===== src/rtl/uart_pkg.sv =====
// Shared UART definitions used by both the transmitter and the receiver.
package uart_pkg;

  typedef enum logic [2:0] {
    IDLE,
    START,
    DATA,
    PARITY,
    STOP
  } uart_state_e;

  localparam int UART_MIN_PRESCALE = 4;
  localparam int UART_PRESCALE_W   = 5;

endpackage


===== src/rtl/uart_tx_serializer.sv =====
// Payload shift register with bit counter; presents the current LSB and flags the last bit.
module uart_tx_serializer #(
  parameter int DATA_WIDTH = 8
) (
  input  logic                  CLK,
  input  logic                  RST,
  input  logic                  load,
  input  logic                  shift,
  input  logic [DATA_WIDTH-1:0] data,
  output logic                  ser_bit,
  output logic                  ser_done
);

  localparam int CNT_W = (DATA_WIDTH > 1) ? $clog2(DATA_WIDTH) : 1;

  logic [DATA_WIDTH-1:0] shreg;
  logic [CNT_W-1:0]      bit_cnt;

  always_ff @(posedge CLK) begin
    if (RST) begin
      shreg   <= '0;
      bit_cnt <= '0;
    end else if (load) begin
      shreg   <= data;
      bit_cnt <= '0;
    end else if (shift) begin
      shreg   <= shreg >> 1;
      bit_cnt <= bit_cnt + 1'b1;
    end
  end

  assign ser_bit  = shreg[0];
  assign ser_done = (bit_cnt == CNT_W'(DATA_WIDTH - 1));

endmodule


===== src/rtl/uart_tx_frame.sv =====
// UART transmitter: start bit, LSB-first payload, optional parity, one stop bit,
// each bit held for a latched prescale count. Outputs are registered.
module uart_tx_frame
  import uart_pkg::*;
#(
  parameter int DATA_WIDTH = 8
) (
  input  logic                       CLK,
  input  logic                       RST,
  input  logic [DATA_WIDTH-1:0]      P_DATA,
  input  logic                       Data_Valid,
  input  logic                       PAR_EN,
  input  logic                       PAR_TYP,
  input  logic [UART_PRESCALE_W-1:0] Prescale,
  output logic                       TX_OUT,
  output logic                       Busy
);

  function automatic logic [UART_PRESCALE_W-1:0] clamp_prescale(
    input logic [UART_PRESCALE_W-1:0] p
  );
    return (p < UART_PRESCALE_W'(UART_MIN_PRESCALE)) ? UART_PRESCALE_W'(UART_MIN_PRESCALE) : p;
  endfunction

  uart_state_e                state, next_state;
  logic [UART_PRESCALE_W-1:0] prescale_q;
  logic [UART_PRESCALE_W-1:0] cyc_cnt;
  logic                       par_en_q;
  logic                       par_bit_q;
  logic                       accept;
  logic                       bit_end;
  logic                       shift;
  logic                       ser_bit;
  logic                       ser_done;
  logic                       tx_next;
  logic                       busy_next;

  assign accept  = (state == IDLE) && Data_Valid;
  assign bit_end = (cyc_cnt == prescale_q - 1'b1);
  assign shift   = (state == DATA) && bit_end;

  uart_tx_serializer #(
    .DATA_WIDTH(DATA_WIDTH)
  ) u_ser (
    .CLK      (CLK),
    .RST      (RST),
    .load     (accept),
    .shift    (shift),
    .data     (P_DATA),
    .ser_bit  (ser_bit),
    .ser_done (ser_done)
  );

  always_ff @(posedge CLK) begin
    if (RST) state <= IDLE;
    else     state <= next_state;
  end

  always_comb begin
    next_state = state;
    case (state)
      IDLE:    if (Data_Valid) next_state = START;
      START:   if (bit_end) next_state = DATA;
      DATA:    if (bit_end && ser_done) next_state = par_en_q ? PARITY : STOP;
      PARITY:  if (bit_end) next_state = STOP;
      STOP:    if (bit_end) next_state = IDLE;
      default: next_state = IDLE;
    endcase
  end

  // Line level for the current state; registered below, so the line lags the state by one clock.
  always_comb begin
    tx_next   = 1'b1;
    busy_next = 1'b1;
    case (state)
      IDLE:    busy_next = 1'b0;
      START:   tx_next   = 1'b0;
      DATA:    tx_next   = ser_bit;
      PARITY:  tx_next   = par_bit_q;
      STOP:    tx_next   = 1'b1;
      default: busy_next = 1'b0;
    endcase
  end

  // Frame settings are frozen at accept; parity is taken from the byte as latched.
  always_ff @(posedge CLK) begin
    if (RST) begin
      prescale_q <= '0;
      cyc_cnt    <= '0;
      par_en_q   <= 1'b0;
      par_bit_q  <= 1'b0;
    end else if (accept) begin
      prescale_q <= clamp_prescale(Prescale);
      cyc_cnt    <= '0;
      par_en_q   <= PAR_EN;
      par_bit_q  <= PAR_TYP ? ~^P_DATA : ^P_DATA;
    end else if (state != IDLE) begin
      cyc_cnt    <= bit_end ? '0 : cyc_cnt + 1'b1;
    end
  end

  always_ff @(posedge CLK) begin
    if (RST) begin
      TX_OUT <= 1'b1;
      Busy   <= 1'b0;
    end else begin
      TX_OUT <= tx_next;
      Busy   <= busy_next;
    end
  end

endmodule


===== config.mk =====
export PLATFORM = sky130hd
export DESIGN_NAME = uart_tx_frame
export DESIGN_NICKNAME = d
export VERILOG_FILES = /design/src/rtl/uart_pkg.sv /design/src/rtl/uart_tx_serializer.sv /design/src/rtl/uart_tx_frame.sv
export SDC_FILE = /design/constraint.sdc
export NUM_CORES = 1
export LEC_CHECK = 0
export CAP_MARGIN = 20
export CORE_MARGIN = 4
export CORE_UTILIZATION = 54
export DETAILED_ROUTE_END_ITERATION = 6
export HOLD_SLACK_MARGIN = 0.02
export PLACE_DENSITY = 0.86
export SYNTH_ARGS = -nofsm -noshare
export SYNTH_HDL_FRONTEND = slang
export SYNTH_HIERARCHICAL = 1
export SYNTH_SLANG_ARGS = --single-unit

===== constraint.sdc =====
create_clock -name CLK -period 2.8 [get_ports CLK]
set_clock_uncertainty 0.05 [all_clocks]
set_input_delay 0.56 -clock CLK [delete_from_list [all_inputs] [get_ports CLK]]
set_output_delay 0.56 -clock CLK [all_outputs]
set_load 0.1 [all_outputs]

==> flow_summary.ini <==
[floorplanning]
io_pins = 20
die_x_um = 61.3
rows = 19
design.die.area_mm2 = 0.00376
die_h_um = 61.3
core_area_mm2 = 0.00273
initial_core_util_pct = 56.2

[cells_and_area]
area_growth_pct = 15.4
num_antenna_cells = 0
final_nets = 216
mostFrequentLayoutCells = dfxtp_1, nand2_1, clkdlybuf4s50_1
final_common_cell = dfxtp_1
drive_gt1_share_pct = 7.81
layout.cells.non_filler = 223

[critical_path]
required_ns = 2.95
r2r-start = prescale_q[0]$_SDFFE_PP0P_
criticalPathCategory = flip-flop to flip-flop
rr_worst_depth = 9
critPathCaptureType = flip-flop
worstPathArrival_ns = 2.78
ff2ff_setup_slack_ns = 0.17
crit_end = u_ser/shreg[0]$_SDFFE_PP0P_
reg2reg_to = u_ser/shreg[0]$_SDFFE_PP0P_
crit_fanout = 11
startpoint = prescale_q[0]$_SDFFE_PP0P_
start_kind = flip-flop

[clock_network]
post_cts_buffers = 0
cts_max_path_buffers = 2
cts_made_buffers = 3
cts_resized = 0
cts_root_buf = clkbuf_4
h-tree-depth = 1
clk_pin_slew_worst_paths_ns = 0.14
cts_tree = built
holdBufCountCts = 0
clock-sinks = 28
clock_latency_ns = 0.32

[sta]
slew_violations = 0
final_hold_viol_count = 0
rsz0062_at_grt = false
setup_violations = 0
maxSlewHeadroom_pct = 52.1
tightest_slew_ns = 0.712
post-route-min-period_ns = 2.63
fmax_mhz = 380
post-route-period-util_pct = 93.9
tns_ns = 0

[global_routing]
grt_overflow_total = 0
grt_start_max_net_pins = 18
antenna_found_initial = 0
grt_pass1_wl_mm = 5.18
grt_pass1_vias = 1236
grt.total_usage_pct = 18.1

[detailed_routing]
wl_met3_um = 143
top_layer = met4
finalWirelength_mm = 2.98
ant_nets = 0
met2_length_mm = 1.49
vias = 1287
met1_length_mm = 1.33
via_per_inst = 5.77
wl_per_cell_um = 13.3
drt-pass1-iter-count = 4
drc_errors = 0
drt-initial-drc-count = 35

[yosys]
synthCells = 175
synth_compound_area_share_pct = 16.8
synthesis.area_mm2 = 0.00154
synth_mux_area_share_pct = 7.17
synth_edf_count = 0
ys_warn_count = 6
syn-num-nets = 197
synth-simple-area-share_pct = 24.5
synth-adder-area-share_pct = 3.26
ys_ff_latch = 28
ys.flop_type = dfxtp_1
seq_area_frac_synth_pct = 36.5
synth.distinct_cells = 41
async_flop_share_pct = 0
synth_top_family_by_area = simple AND/OR/NAND/NOR gates
synthXorXnorAreaFrac_pct = 7.99
synth_area_per_cell_um2 = 8.77

[pwr]
pwr_density_cell_mw_per_mm2 = 471
p_leak_nw = 0.596
vdd_drop_max_mv = 0.323

[place]
place.port_buffers = 19
dp_cells = 220
hpwl_mm = 2.21
place.gp.congestion = 0.791

[flow_run]
maxCapViolCount = 0

[worst_hold_path]
hold_path.class = flip-flop to flip-flop

[outcome]
status = finished, final reports clean
==> cell type report <==
class | instances | area [µm²]
inverters | 5 | 18.8
multi-input cells | 134 | 923
well taps | 31 | 38.8
clock buffers | 3 | 22.5
repair buffers | 22 | 208
flip-flops and latches | 28 | 561
fillers | 219 | 962
==> worst max-delay path, cell delays in order, from the launching register on <==
cell and delay [ns]:
dfxtp_1 0.41, inv_1 0.06, ha_1 0.23, nor2b_1 0.14, or3_4 0.38, a311o_1 0.42, nor4b_2 0.23, buf_4 0.26
mux2i_1 0.23, a211oi_1 0.09
==> kinds of logic after synthesis <==
| family | count (synthesis) |
|---|---|
| xor+xnor | 14 |
| fa+ha+maj | 4 |
| buf+inv | 13 |
| mux | 11 |
| flops | 28 |
| simple gates | 69 |
| compound gates | 36 |
==> synth_stat cells, types with 2 or more instances <==
| cell | count | area share, % |
|---|---|---|
| nand3_1 | 4 | 1.3 |
| or2_2 | 2 | 0.81 |
| dfxtp_1 | 28 | 37 |
| xnor2_1 | 11 | 6.3 |
| a21oi_1 | 12 | 3.9 |
| or3_1 | 2 | 0.81 |
| nand3b_1 | 4 | 2.0 |
| nor2b_1 | 11 | 4.5 |
| a211o_1 | 3 | 1.7 |
| nor2_1 | 8 | 2.0 |
| o211ai_1 | 3 | 1.5 |
| nand2b_1 | 3 | 1.2 |
| clkbuf_1 | 5 | 1.2 |
| nor3_1 | 9 | 2.9 |
| mux2i_1 | 11 | 7.2 |
| a211oi_1 | 7 | 3.4 |
| o21ai_0 | 2 | 0.65 |
| inv_1 | 5 | 1.2 |
| ha_1 | 4 | 3.3 |
| nand2_1 | 18 | 4.4 |
| xor2_1 | 3 | 1.7 |
==> worst min-delay path by stage <==
stage          depth (start not counted)                          to                  startpoint  slack (ns)
6_report                               2  prescale_q[4]$_SDFFE_PP0P_  prescale_q[4]$_SDFFE_PP0P_        0.43
5_1_grt                                2  prescale_q[4]$_SDFFE_PP0P_  prescale_q[4]$_SDFFE_PP0P_        0.46
4_1_cts                                2  prescale_q[1]$_SDFFE_PP0P_  prescale_q[1]$_SDFFE_PP0P_        0.44
3_5_place_dp                           2  prescale_q[1]$_SDFFE_PP0P_  prescale_q[1]$_SDFFE_PP0P_        0.42
3_3_place_gp                           2  prescale_q[1]$_SDFFE_PP0P_  prescale_q[1]$_SDFFE_PP0P_        0.41
2_1_floorplan                          2  prescale_q[1]$_SDFFE_PP0P_  prescale_q[1]$_SDFFE_PP0P_        0.40
==> per-stage QoR <==
step                      util, %  hold slack, ns  instance area (µm²)  setup slack [ns]  total power [W]
final                        64.8           0.433                 1770             0.171         0.000834
after global routing         64.8           0.458                 1770            0.0461         0.000887
after CTS                    64.8           0.436                 1770             0.180         0.000841
after detailed placement     64.0           0.416                 1750             0.216         0.000677
after global placement       64.0           0.409                 1750             0.313         0.000669
after floorplan                 -           0.395                 1540             0.292         0.000613
==> per-layer routing <==
| layer | GRT usage, % | vias to the layer above |
|---|---|---|
| met4 | 4.64 | 0 |
| met5 | 0 | - |
| met3 | 3.14 | 2 |
| met2 | 31.6 | 28 |
| li1 | - | 663 |
| met1 | 22.9 | 594 |
==> state kept, by name, indices dropped and copies added (netlist names) <==
name / count
cyc_cnt: 5
TX_OUT: 1
par_bit_q: 1
prescale_q: 5
Busy: 1
par_en_q: 1
u_ser/shreg: 8
state: 3
u_ser/bit_cnt: 3
==> power by group <==
group / internal (W) / switching (W) / total [W] / leakage, nW
sequential: 0.000428 / 0.0000289 / 0.000457 / 0.229
clock: 0.0000503 / 0.000114 / 0.000164 / 0.0138
combinational: 0.0000994 / 0.000114 / 0.000214 / 0.353
No activity file was read; power rests on OpenSTA's default activity.
==> RTL change 1, RTL diff (same flow settings) <==
`UART_PRESCALE_W`: 5 -> 6.
--- a/src/rtl/uart_pkg.sv
+++ b/src/rtl/uart_pkg.sv
@@ -10,7 +10,7 @@
   } uart_state_e;
 
   localparam int UART_MIN_PRESCALE = 4;
-  localparam int UART_PRESCALE_W   = 5;
+  localparam int UART_PRESCALE_W   = 6;
 
 endpackage
 
Ports: changed (resized Prescale); port bits go from 20 to 21. No check against the original RTL was run, so the function may have changed too.
==> RTL change 1 against the unedited design <==
Total power up 9.8%. Hold slack got worse by 0.015 ns. Synthesized cell count grew 10%. Die area up 8.2%. Fmax increased by 2.4%. Design area increased by 10%. Utilization is 3.6 points higher. Setup slack better by 0.062 ns. Count of clock-buffer cells in the layout grew 2. First-iteration DRC count grew 130%. Sequential cell count rose by 2. Synthesized area grew 9.5%. Routed wire length increased by 22%. Via count grew 11%.
==> RTL change 1: results (changes against the unedited design) <==
| Metric | Value |
|---|---|
| Outcome | `complete, no violations (unchanged)` |
| Net count of the mapped netlist | `216 (was 197)` |
| Complex-gate fraction of the synthesized area | `16.6% (was 16.8%)` |
| Routed WL per cell | `14.9 um (was 13.3 um)` |
| Commonest cells post-synth | `sky130_fd_sc_hd__dfxtp_1 (30), sky130_fd_sc_hd__nand2_1 (20), sky130_fd_sc_hd__a21oi_1 (16), sky130_fd_sc_hd__xnor2_1 (13), sky130_fd_sc_hd__mux2i_1 (11) (was sky130_fd_sc_hd__dfxtp_1 (28), sky130_fd_sc_hd__nand2_1 (18), sky130_fd_sc_hd__a21oi_1 (12))` |
| Sum of routed wire segments on met1 | `1630 um (was 1330 um)` |
| Leak Pwr | `0.698 nW (was 0.596 nW)` |
| Fraction of final layout cells sized beyond drive strength 1 | `11.3% (was 7.81%)` |
| Routed vias/inst | `5.85 (was 5.77)` |
| Reg clk slew, reported paths | `0.11 ns (was 0.14 ns)` |
| Critical-path cell with the highest stage delay | `sky130_fd_sc_hd__dfxtp_1 (was sky130_fd_sc_hd__a311o_1)` |
| Routed length on met2 | `1760 um (was 1490 um)` |
| Overall via count from detail_route | `1427 (was 1287)` |
| Global-route wire length before repair | `6230 um (was 5180 um)` |
| Worst Tran Pin Value | `0.357 ns (was 0.712 ns)` |
| Number of clock buffers inserted by TritonCTS | `5 (was 3)` |
| Maximum vdd drop | `0.000364 V (was 0.000323 V)` |
| Met3 GRT Util | `6.65% (was 3.14%)` |
| Buffers added on ports | `20 (was 19)` |
| Per-instance average area after synthesis | `8.71 sq um (was 8.77 sq um)` |
| Synth Area in XOR/XNOR | `9.38% (was 7.99%)` |
| Biggest registers after layout | `u_ser/shreg x8, cyc_cnt x6, prescale_q x6 (was u_ser/shreg x8, cyc_cnt x5, prescale_q x5)` |
| Global-route met2 utilization | `30.1% (was 31.6%)` |
| Multiplexer area fraction after synthesis | `6.55% (was 7.17%)` |
| Met1 usage in global routing | `23.0% (was 22.9%)` |
| Pre-CTS setup slack | `0.273 ns (was 0.216 ns)` |
| Via count of the first global-routing pass | `1445 (was 1236)` |
| Sequential share of the synthesized area | `35.7% (was 36.5%)` |
| Launch point of the critical path | `prescale_q[1] (was prescale_q[0])` |
| Largest net degree at the start of global routing | `30 (was 18)` |
| Cell area reported after detailed placement | `1880 sq um (was 1750 sq um)` |
| Number of DRC violations after detailed-routing iteration 0 | `80 (was 35)` |
==> RTL change 1: worst paths after layout <==
kind                                        to  slack (ns)  cells after the start
worst max register to register  u_ser/shreg[3]        0.23                     10
worst min-delay path                  par_en_q        0.42                      2
worst max-delay path            u_ser/shreg[3]        0.23                     10
worst min register to register        par_en_q        0.42                      2
==> RTL change 1: power groups by stage <==
| stage | Clock, W | Combinational (W) | Sequential [W] |
|---|---|---|---|
| detailed placement | 0 | 0.000175 | 0.000478 |
| global placement | 0 | 0.000170 | 0.000476 |
| finish | 0.000269 | 0.000177 | 0.000469 |
| global route | 0.000294 | 0.000194 | 0.000472 |
| CTS | 0.000269 | 0.000177 | 0.000468 |
| floorplan | 0 | 0.000116 | 0.000480 |
==> RTL change 1: layout make-up <==
type | instances | area (sq um)
inverters | 8 | 30.0
fillers | 209 | 901
flip-flops and latches | 30 | 602
well taps | 31 | 38.8
repair buffers | 25 | 236
clock buffers | 5 | 37.5
multi-input cells | 142 | 986
clock inverters | 3 | 21.3
==> RTL change 2, RTL diff (same flow settings) <==
Made on the original files. Add an input register stage for `P_DATA`, `Data_Valid`, `PAR_EN`, `PAR_TYP` and `Prescale`; this delays them by one clock.
--- a/src/rtl/uart_tx_frame.sv
+++ b/src/rtl/uart_tx_frame.sv
@@ -15,6 +15,20 @@
   output logic                       TX_OUT,
   output logic                       Busy
 );
+
+  logic [DATA_WIDTH-1:0] P_DATA_q;
+  logic Data_Valid_q;
+  logic PAR_EN_q;
+  logic PAR_TYP_q;
+  logic [UART_PRESCALE_W-1:0] Prescale_q;
+
+  always_ff @(posedge CLK) begin
+    P_DATA_q     <= P_DATA;
+    Data_Valid_q <= Data_Valid;
+    PAR_EN_q     <= PAR_EN;
+    PAR_TYP_q    <= PAR_TYP;
+    Prescale_q   <= Prescale;
+  end
 
   function automatic logic [UART_PRESCALE_W-1:0] clamp_prescale(
     input logic [UART_PRESCALE_W-1:0] p
@@ -35,7 +49,7 @@
   logic                       tx_next;
   logic                       busy_next;
 
-  assign accept  = (state == IDLE) && Data_Valid;
+  assign accept  = (state == IDLE) && Data_Valid_q;
   assign bit_end = (cyc_cnt == prescale_q - 1'b1);
   assign shift   = (state == DATA) && bit_end;
 
@@ -46,7 +60,7 @@
     .RST      (RST),
     .load     (accept),
     .shift    (shift),
-    .data     (P_DATA),
+    .data     (P_DATA_q),
     .ser_bit  (ser_bit),
     .ser_done (ser_done)
   );
@@ -59,7 +73,7 @@
   always_comb begin
     next_state = state;
     case (state)
-      IDLE:    if (Data_Valid) next_state = START;
+      IDLE:    if (Data_Valid_q) next_state = START;
       START:   if (bit_end) next_state = DATA;
       DATA:    if (bit_end && ser_done) next_state = par_en_q ? PARITY : STOP;
       PARITY:  if (bit_end) next_state = STOP;
@@ -90,10 +104,10 @@
       par_en_q   <= 1'b0;
       par_bit_q  <= 1'b0;
     end else if (accept) begin
-      prescale_q <= clamp_prescale(Prescale);
+      prescale_q <= clamp_prescale(Prescale_q);
       cyc_cnt    <= '0;
-      par_en_q   <= PAR_EN;
-      par_bit_q  <= PAR_TYP ? ~^P_DATA : ^P_DATA;
+      par_en_q   <= PAR_EN_q;
+      par_bit_q  <= PAR_TYP_q ? ~^P_DATA_q : ^P_DATA_q;
     end else if (state != IDLE) begin
       cyc_cnt    <= bit_end ? '0 : cyc_cnt + 1'b1;
     end
Function: changed (Yosys sat finds a counterexample within 4 cycles, from zero or initial values and one cycle with RST high).
==> RTL change 2 against the unedited design <==
Synthesized area grew 16%. Routed wire length grew 4.8%. Critical path type unchanged. Highest routed layer unchanged. Largest power group unchanged. Design area rose by 17%. Clock power up 130%. Count of clock-buffer cells in the layout up 2. Sequential cell count increased by 16. Total power rose by 46%. Setup slack better by 0.40 ns.
==> RTL change 2: results (changes against the unedited design) <==
| Metric | Value |
|---|---|
| Outcome | `complete, no violations (unchanged)` |
| Maximum level of the CTS H-tree | `2 (was 1)` |
| Leak Pwr | `0.759 nW (was 0.596 nW)` |
| Global-route wire length before repair | `5280 um (was 5180 um)` |
| Cell area reported after detailed placement | `2000 sq um (was 1750 sq um)` |
| Met1 usage in global routing | `16.7% (was 22.9%)` |
| Min-delay src | `Prescale_q[1] (was prescale_q[4])` |
| Post-DP HPWL | `2300 um (was 2210 um)` |
| Global-route met2 utilization | `29.2% (was 31.6%)` |
| Logic pwr share | `12.3% (was 25.6%)` |
| Sequential share of the synthesized area | `49.5% (was 36.5%)` |
| Fraction of final layout cells sized beyond drive strength 1 | `7.28% (was 7.81%)` |
| FF-to-FF End | `u_ser/shreg[5] (was u_ser/shreg[0])` |
| Placed Cells | `242 (was 220)` |
| Synth Area in XOR/XNOR | `7.67% (was 7.99%)` |
| Synth Area in Adders | `2.81% (was 3.26%)` |
| Multiplexer area fraction after synthesis | `5.07% (was 7.17%)` |
| Number of nets at the end of the flow | `227 (was 216)` |
| Arrival time worst endpoint | `2.42 ns (was 2.78 ns)` |
| Leading cell types by total area after synthesis | `sky130_fd_sc_hd__dfxtp_1 (50%), sky130_fd_sc_hd__mux2i_1 (5.1%), sky130_fd_sc_hd__xnor2_1 (4.4%), sky130_fd_sc_hd__nand2_1 (3.6%), sky130_fd_sc_hd__a21oi_1 (3.1%) (was sky130_fd_sc_hd__dfxtp_1 (37%), sky130_fd_sc_hd__mux2i_1 (7.2%), sky130_fd_sc_hd__xnor2_1 (6.3%), sky130_fd_sc_hd__nor2b_1 (4.5%), sky130_fd_sc_hd__nand2_1 (4.4%))` |
| Count of distinct cell types in the synthesized netlist | `35 (was 41)` |
| Biggest registers after layout | `P_DATA_q x8, u_ser/shreg x8 (was u_ser/shreg x8, cyc_cnt x5, prescale_q x5)` |
| Clk Latency, worst-skew pair | `0.36 ns (was 0.32 ns)` |
| Sum of routed wire segments on met1 | `1340 um (was 1330 um)` |
| Routed WL per cell | `12.5 um (was 13.3 um)` |
| Largest net degree at the start of global routing | `27 (was 18)` |
## RTL change 2: layout make-up
| cell class | count | area [sq um] |
|---|---|---|
| inverters | 8 | 30.0 |
| fillers | 251 | 1020 |
| flip-flops and latches | 44 | 881 |
| well taps | 44 | 55.1 |
| repair buffers | 22 | 208 |
| clock inverters | 3 | 42.5 |
| clock buffers | 5 | 37.5 |
| multi-input cells | 124 | 825 |
## RTL change 2: critical path, cell delays in order, from the launching register on
cell and delay, ns:
sky130_fd_sc_hd__dfxtp_1 0.42, sky130_fd_sc_hd__inv_1 0.07, sky130_fd_sc_hd__ha_1 0.31, sky130_fd_sc_hd__xnor2_1 0.14
sky130_fd_sc_hd__a211oi_2 0.23, sky130_fd_sc_hd__o311ai_2 0.14, sky130_fd_sc_hd__nor3_1 0.19, sky130_fd_sc_hd__buf_4 0.24
sky130_fd_sc_hd__mux2i_1 0.24, sky130_fd_sc_hd__a211oi_1 0.09
## RTL change 2: through the flow
stage / hold slack (ns) / setup WS [ns]
after floorplan: 0.367 / 0.528
after global placement: 0.391 / 0.721
after detailed placement: 0.402 / 0.609
after CTS: 0.421 / 0.574
after global routing: 0.441 / 0.469
final: 0.417 / 0.572
## RTL change 2: worst max-delay path by stage
stage	from	endpoint	slack, ns
floorplan	prescale_q[0]	u_ser/shreg[0]	0.53
global placement	prescale_q[0]	u_ser/shreg[1]	0.72
detailed placement	prescale_q[0]	u_ser/shreg[5]	0.61
CTS	prescale_q[0]	u_ser/shreg[5]	0.57
global route	state[1]	u_ser/shreg[7]	0.47
finish	prescale_q[0]	u_ser/shreg[5]	0.57
